File: src/rtl/a8_bus_capture.sv
// ---------------------------------------------------------------------------
// a8_bus_capture
//
// Consumes the A8 bus monitor's strobes and records bus cycles that fall in
// an address window. The address and R/W are latched on the address strobe,
// the data byte on the write or read strobe that matches the latched R/W.
// Each captured cycle becomes a 25-bit record {rw_n, addr[15:0], data[7:0]}
// that is buffered in a circular FIFO and drained through valid/ready.
//
// Optional feature (compile-time macro A8_CAPTURE_READS_EN):
//   defined   - read and write cycles are both captured
//   undefined - only write cycles (rw_n = 0) are captured
//
// Parameters:
//   FIFO_DEPTH   record slots, power of two, 4..256
//   WINDOW_BASE  address window match value
//   WINDOW_MASK  address bits compared against WINDOW_BASE
//
// Ports:
//   clk              in   system clock
//   a8_rst_n         in   asynchronous active-low reset
//   a8_addr_strobe   in   one-clk pulse, a8_addr / a8_rw_n valid
//   a8_write_strobe  in   one-clk pulse, write data valid
//   a8_read_strobe   in   one-clk pulse, read data valid
//   a8_clk_falling   in   one-clk pulse, A8 cycle boundary
//   a8_addr          in   A8 address bus (synchronised)
//   a8_data          in   A8 data bus (synchronised)
//   a8_rw_n          in   1 = read, 0 = write
//   out_valid        out  FIFO non-empty
//   out_data         out  head record, zero while empty
//   out_ready        in   consumer takes the head this cycle
//   fifo_level       out  occupied slots
//   drop_count       out  records lost to a full FIFO, saturates at 255
// ---------------------------------------------------------------------------
module a8_bus_capture #(
    parameter int          FIFO_DEPTH  = 16,
    parameter logic [15:0] WINDOW_BASE = 16'hD500,
    parameter logic [15:0] WINDOW_MASK = 16'hFF00,
    localparam int         PTR_W       = $clog2(FIFO_DEPTH),
    localparam int         LVL_W       = PTR_W + 1
) (
    input  logic             clk,
    input  logic             a8_rst_n,
    input  logic             a8_addr_strobe,
    input  logic             a8_write_strobe,
    input  logic             a8_read_strobe,
    input  logic             a8_clk_falling,
    input  logic [15:0]      a8_addr,
    input  logic [7:0]       a8_data,
    input  logic             a8_rw_n,
    output logic             out_valid,
    output logic [24:0]      out_data,
    input  logic             out_ready,
    output logic [LVL_W-1:0] fifo_level,
    output logic [7:0]       drop_count
);

    typedef enum logic [1:0] {
        IDLE,
        WAIT_DATA,
        PUSH
    } state_t;

    state_t state, state_next;

    logic [15:0] addr_q;
    logic        rw_q;
    logic [7:0]  data_q;

    logic addr_load;
    logic data_load;
    logic push_req;

    logic addr_hit;
    logic type_ok;
    logic data_strobe;

    assign addr_hit = (a8_addr & WINDOW_MASK) == (WINDOW_BASE & WINDOW_MASK);

`ifdef A8_CAPTURE_READS_EN
    assign type_ok = 1'b1;
`else
    assign type_ok = ~a8_rw_n;
`endif

    // Only the strobe matching the latched direction completes the cycle;
    // the other one is ignored.
    assign data_strobe = rw_q ? a8_read_strobe : a8_write_strobe;

    // ------------------------------------------------------------------
    // Capture FSM
    // ------------------------------------------------------------------
    // NOTE: every output of this block gets a default first, so no path
    // leaves a signal unassigned and no latch is inferred.
    always_comb begin
        state_next = state;
        addr_load  = 1'b0;
        data_load  = 1'b0;
        push_req   = 1'b0;
        case (state)
            IDLE: begin
                if (a8_addr_strobe && addr_hit && type_ok) begin
                    state_next = WAIT_DATA;
                    addr_load  = 1'b1;
                end
            end
            WAIT_DATA: begin
                if (data_strobe) begin
                    state_next = PUSH;
                    data_load  = 1'b1;
                end else if (a8_clk_falling) begin
                    // Cycle ended without its data phase: discard silently.
                    state_next = IDLE;
                end
            end
            PUSH: begin
                push_req   = 1'b1;
                state_next = IDLE;
            end
            default: state_next = IDLE;
        endcase
    end

    // NOTE: sequential state uses non-blocking assignments so every register
    // samples the pre-edge values regardless of statement order.
    always_ff @(posedge clk or negedge a8_rst_n) begin
        if (!a8_rst_n) begin
            state  <= IDLE;
            addr_q <= '0;
            rw_q   <= 1'b0;
            data_q <= '0;
        end else begin
            state <= state_next;
            if (addr_load) begin
                addr_q <= a8_addr;
                rw_q   <= a8_rw_n;
            end
            if (data_load) begin
                data_q <= a8_data;
            end
        end
    end

    // ------------------------------------------------------------------
    // Record FIFO
    // ------------------------------------------------------------------
    logic [24:0]      mem [FIFO_DEPTH];
    logic [PTR_W-1:0] wr_ptr;
    logic [PTR_W-1:0] rd_ptr;
    logic [LVL_W-1:0] count;

    logic pop;
    logic space;
    logic push;
    logic drop;

    assign pop   = out_valid & out_ready;
    // A pop in the same cycle frees a slot, so a full FIFO still accepts.
    assign space = (count != LVL_W'(FIFO_DEPTH)) | pop;
    assign push  = push_req & space;
    assign drop  = push_req & ~space;

    // NOTE: the storage array has no reset; the count and pointers define
    // which entries are live, and out_data is gated while empty.
    always_ff @(posedge clk) begin
        if (push) begin
            mem[wr_ptr] <= {rw_q, addr_q, data_q};
        end
    end

    always_ff @(posedge clk or negedge a8_rst_n) begin
        if (!a8_rst_n) begin
            wr_ptr     <= '0;
            rd_ptr     <= '0;
            count      <= '0;
            drop_count <= '0;
        end else begin
            // Depth is a power of two, so pointers wrap naturally.
            if (push) wr_ptr <= wr_ptr + PTR_W'(1);
            if (pop)  rd_ptr <= rd_ptr + PTR_W'(1);
            case ({push, pop})
                2'b10:   count <= count + LVL_W'(1);
                2'b01:   count <= count - LVL_W'(1);
                default: count <= count;
            endcase
            if (drop && drop_count != 8'hFF) begin
                drop_count <= drop_count + 8'd1;
            end
        end
    end

    assign out_valid  = (count != '0);
    assign out_data   = out_valid ? mem[rd_ptr] : '0;
    assign fifo_level = count;

endmodule
File: config.mk
export PLATFORM = sky130hd
export DESIGN_NAME = a8_bus_capture
export DESIGN_NICKNAME = d
export VERILOG_FILES = /design/src/rtl/a8_bus_capture.sv
export SDC_FILE = /design/constraint.sdc
export NUM_CORES = 1
export LEC_CHECK = 0
export ABC_AREA = 1
export CAP_MARGIN = 5
export CORE_ASPECT_RATIO = 1.1
export CORE_MARGIN = 2
export CORE_UTILIZATION = 61
export CTS_CLUSTER_SIZE = 40
export DETAILED_ROUTE_END_ITERATION = 12
export PLACE_DENSITY = 0.8
export SLEW_MARGIN = 20
export SYNTH_ARGS = -nofsm -noshare
export SYNTH_HDL_FRONTEND = slang
export SYNTH_SLANG_ARGS = --single-unit
File: constraint.sdc
create_clock -name clk -period 3 [get_ports clk]
set_input_delay 0.3 -clock clk [delete_from_list [all_inputs] [get_ports clk]]
set_output_delay 0.3 -clock clk [all_outputs]
set_load 0.02 [all_outputs]
* Word-level counts from Yosys, hierarchy flattened *
Memory sizes are Yosys's and may differ from the RTL's.
Cells that the tools add are included.
Widths: inputs -> output; s select.

cells by class
  $add $sub $neg = 5
  equal/unequal tests = 9
  mux-type cells = 14
  bitwise gates (word level) = 6
  reduce and logical (&&, ||, !) cells = 7

operators by type and width
  operator             count
  $mux 25              1
  $pmux 5 s2           1
  $add 4x1->4 const B  2
  $add 8x1->8 const B  1
  $eq 8x8->1 const B   1
  $mux 1               8
  $ne 8x8->1 const B   1
  $mux 2               3
  $add 5x1->5 const B  1
  $ne 5x5->1 const B   1
  $reduce_bool 5->1    1
  $sub 5x1->5 const B  1
  $eq 2x1->1 const B   2
  $eq 2x2->1 const B   2
  $pmux 2 s2           1
  $and 1x1->1          3
  $logic_and 1x1->1    3
  $ne 3x3->1 const B   1
  $logic_not 2->1      1
  $ne 2x2->1 const B   1
  $not 1->1            2
  $reduce_and 2->1     1
  $reduce_bool 2->1    1
  $or 1x1->1           1

storage, ports and cells
  register bits = 48
  RAM bits = 400
  input port bits = 32
  output and inout port bits = 39
  memories kept = 1

memories
  name  words  bits a word  read ports  clocked after Yosys merged registers in  wr ports  line  text
  mem   16     25           1           0                                        1         147   logic [24:0] mem [FIFO_DEPTH];

* Longest topological paths before layout *
  word-level depth = 6
  depth in mapped cells = 13
  gate-level depth less buffers = 13

* Worst setup path after synthesis *
Ideal clock, no wire load.

  path type = flip-flop to flip-flop
  start point = register count[0] (netlist: fifo_level[0])
  end point = memory mem[0][0], enable pin
  library setup time = 407 ps
  arrival = 2,186 ps
  data required time = 2,593 ps
  slack = 407 ps
  stages on the path, launching flop included = 8
  cells stage by stage = dfrtp_1 -> nor2_1 -> nand2_1 -> nor2_1 -> nor2_1 -> buf_2 -> nand2_1 -> nor2_1

between the ends
  cells in the longest elaborated chain, start to end = 6
  elaborated cells between the ends (all ways) = 7
  those cells by class = eq/ne: 1; mux: 2; bitwise: 3; reduce/logical: 1

RTL lines
  what                              line  text
  start, declared                   150   logic [LVL_W-1:0] count;
  start signal, assigned            182   2'b10: count <= count + LVL_W'(1);
  start signal, assigned            183   2'b01: count <= count - LVL_W'(1);
  start signal, assigned            184   default: count <= count;
  $reduce_bool 5->1                 192   assign out_valid = (count != '0);
  $and 1x1->1                       157   assign pop = out_valid & out_ready;
  $or 1x1->1 (*)                    159   assign space = (count != LVL_W'(FIFO_DEPTH)) | pop;
  $and 1x1->1 (*)                   160   assign push = push_req & space;
  $mux 1 (*)                        166   if (push) begin
  $mux 1 (implied by the code) (*)  167   mem[wr_ptr] <= {rw_q, addr_q, data_q};
  end, declared                     147

Every way passes the cells marked *; elsewhere a longest branch is shown, timed or not.

* Worst setup path in the final report *
  start point = register rd_ptr[0]
  end point = output out_data[9]

between the ends
  cells in the longest elaborated chain, start to end = 2

RTL lines
  what                    line  text
  start, declared         149   logic [PTR_W-1:0] rd_ptr;
  start signal, assigned  180   if (pop) rd_ptr <= rd_ptr + PTR_W'(1);
  $mem_v2 16x25           --
  $mux 25                 193   assign out_data = out_valid ? mem[rd_ptr] : '0;
  end, declared           52    output logic [24:0] out_data,

No other way between the ends.

==> results.yml <==
outcome:
  status: "completed"
critical_path:
  setup.worst_path.end_class: "output pin"
  crit_type: "flop to output pin"
  cp_data_required_time_ns: 2.70
  worstPathCellList: "inv_6, buf_12, nand2_1, nand3_1, nand3_1, nand2_1, nand2_1, a21oi_1, clkdlybuf4s15_1"
  reg2reg_slack_ns: 0.69
  cpMaxStageDelayCell: "dfrtp_4"
  r2r_start: "state[0]"
  critPathMaxFanout: 51
  cp_common_cell: "nand2_1"
  timing.rr.end: "mem[2][10]"
  slowest_delay_ns: 0.61
  crit_arrival_ns: 2.65
  rr_worst_depth: 6
  crit_path_start_kind: "flop"
logic_synthesis:
  yosysTopAreaCell: "edfxtp_1"
  synth_edf_count: 400
  netlist.area_leader.share: 0.657
  synth_cells: 1595
  async_flop_share: 0.107
  avgSynthCellArea_um2: 11.5
  netlist_area_um2: 18300
  synth_nets: 1637
  ys_ff_latch: 448
  synthTopCellsByArea: "edfxtp_1 (66%), nand2_1 (12%), nand3_1 (8.6%)"
  yosysSeqAreaShare: 0.723
  yosysWarnings: 0
  synth_ff_type: "edfxtp_1"
  yosysMostFrequentCell: "nand2_1"
  yosys.cell_types.count: 27
  synth_commonest_cells: "nand2_1 (598), edfxtp_1 (400), nand3_1 (313)"
routing:
  drc: 0
  postRouteAntennaNets: 0
  drtPass1Iterations: 6
  vias_per_cell: 6.06
  wirelength_um: 44400
  drt-wirelength-per-cell_um: 21.3
  vias: 12600
  drt-initial-drc-count: 1408
placement:
  hpwl_um: 23200
  routabilityCongestion: 0.776
  portBuffers: 70
  placed_area_um2: 19700
finish:
  fin_area_um2: 21200
  syn_to_final_growth_pct: 15.9
  finalNetCount: 1715
  n_antenna_cell: 0
  drive_gt1_frac: 0.0831
  fin_util: 0.717
  fillers: 1828
power_and_ir_drop:
  p_sw_frac: 0.360
  p_comb_frac: 0.342
  p_int_w: 0.0120
  pwr-share-seq: 0.370
  pwr-share-clk: 0.289
  vdd_drop_max_mv: 0.643
  power_per_cell_area_nw_per_um2: 887
  p_leak_nw: 8.20
  switchingPower_w: 0.00676
min_path:
  worstHoldPathCells: 3
  worstHoldStart: "a8_data[1]"
  worstHoldPathType: "input pin to flop"
  hold-path-endpoint: "data_q[1]"
die:
  core_area_um2: 29600
  ios: 71
  start_util: 0.618
  die_y_um: 186
  die_w_um: 169
  row_count: 66
  die-area_um2: 31400
timing:
  slew_headroom: 0.392
  fmax_mhz: 338
  finalCritPeriodShare: 0.985
  worst_pin_slew_ns: 0.913
  finClkSkew_ns: 0.0206
  setup_viol: 0
  finalHoldViolations: 0
  fin_hold_ws_ns: 0.290
  min_period_ns: 2.95
  slew_violations: 0
  rsz0062_at_grt: "no"
clocking:
  cts_tree: "yes"
  numCtsBuffers: 43
  h-tree-depth: 2
  path_clk_slew_ns: 0.06
  clock_latency_ns: 0.56
  cts.sinks: 448
  cts-root-to-sink-buffers: 3
  cts_root_buffer: "clkbuf_16"
global_routing:
  grt.overflow.total: 0
  grt_max_degree: 62
  antenna_found_initial: 0
  track_usage: 0.290
  grt_pass1_vias: 12400
  grt_pass1_wl_um: 68200
job:
  maxCapViolCount: 0
worst max path at each step:
stage,start,to,slack [ns],depth (start not counted)
final,rd_ptr[0],out_data[9],0.05,9
after floorplan,fifo_level[0],mem[0][0],0.41,7
after global routing,rd_ptr[0],out_data[3],0.007,9
after CTS,rd_ptr[0],out_data[5],-0.03,9
after global placement,rd_ptr[0],out_data[20],0.31,8
after detailed placement,rd_ptr[0],out_data[17],0.28,8
layer usage:
| layer | global-route usage | up-vias | routed length [um] |
|---|---|---|---|
| met5 | 0 | - | 0 |
| met4 | 0.130 | 0 | 1890 |
| met3 | 0.0508 | 168 | 4330 |
| met2 | 0.496 | 757 | 22100 |
| met1 | 0.367 | 6039 | 16100 |
| li1 | - | 5652 | - |
worst max-delay path: cells and delay by family (launching register included):
family	cells	cell delay [ns]
AO/OA/AOI/OAI	1	0.27
flip-flops	1	0.61
buffers and inverters	3	0.75
AND/OR/NAND/NOR	5	0.45
area by class of cell:
class	count	area [um^2]	share of cell area
well taps	374	468	0.0221
clock inverters	20	228	0.0107
flip-flops and latches	448	13200	0.624
repair buffers	120	1320	0.0622
inverters	46	179	0.00845
clock buffers	60	1190	0.0562
multi-input cells	1014	4580	0.216
stage by stage:
step	setup WS [ns]	TNS [ns]	std cells	total power, W
2_1_floorplan	0.407	0	1595	0.0112
4_1_cts	-0.0256	-0.0256	2082	0.0187
3_5_place_dp	0.284	0	1999	0.0134
6_report	0.0457	0	2082	0.0188
5_1_grt	0.00743	0	2082	0.0196
3_3_place_gp	0.313	0	1999	0.0133
power by group through the flow:
stage          Combinational [W]  Sequential [W]  Clock (W)
2_1_floorplan            0.00419         0.00703          0
3_3_place_gp             0.00619         0.00707          0
3_5_place_dp             0.00636         0.00707          0
4_1_cts                  0.00634         0.00694    0.00545
5_1_grt                  0.00695         0.00695    0.00567
6_report                 0.00642         0.00694    0.00543
state kept, by name, indices dropped and copies added (netlist names):
name and flops:
rw_q 1, rd_ptr 4, drop_count 8, addr_q 16
data_q 8, fifo_level 5, mem 400, state 2
wr_ptr 4
cells in the final DEF, fill, tap and decap left out, drive strengths merged, types with 2 or more instances in the layout:
cell type,n
nor3,2
buf,50
nand4,2
bufinv,4
nand2,599
dlygate4sd2,18
edfxtp,400
o21ai,13
dfrtp,48
nor2,27
dlymetal6s2s,2
a21oi,27
clkdlybuf4s50,44
ha,9
inv,45
clkinvlp,5
clkbuf,62
clkinv,12
xor2,10
nand3,315
xnor2,4
clkdlybuf4s15,3
what timing repair did:
item | 4_1_cts | 5_1_grt
gates resized for setup | 26 | 9
hold buffers | 1 | 0
gates cloned | 1 | 0
endpoints found under the setup margin | 25 | 7
pin swaps | 0 | 0
endpoints found under the hold margin | 26 | 0
buffers inserted | 1 | 0
cells by family after synthesis:
kind of cell	synth area share
compound gates	0.0110
xor+xnor	0.00671
fa+ha+maj	0.00726
buf+inv	0.0332
flops	0.723
mux	0.00116
simple gates	0.218
No activity file was read; power rests on OpenSTA's default activity.
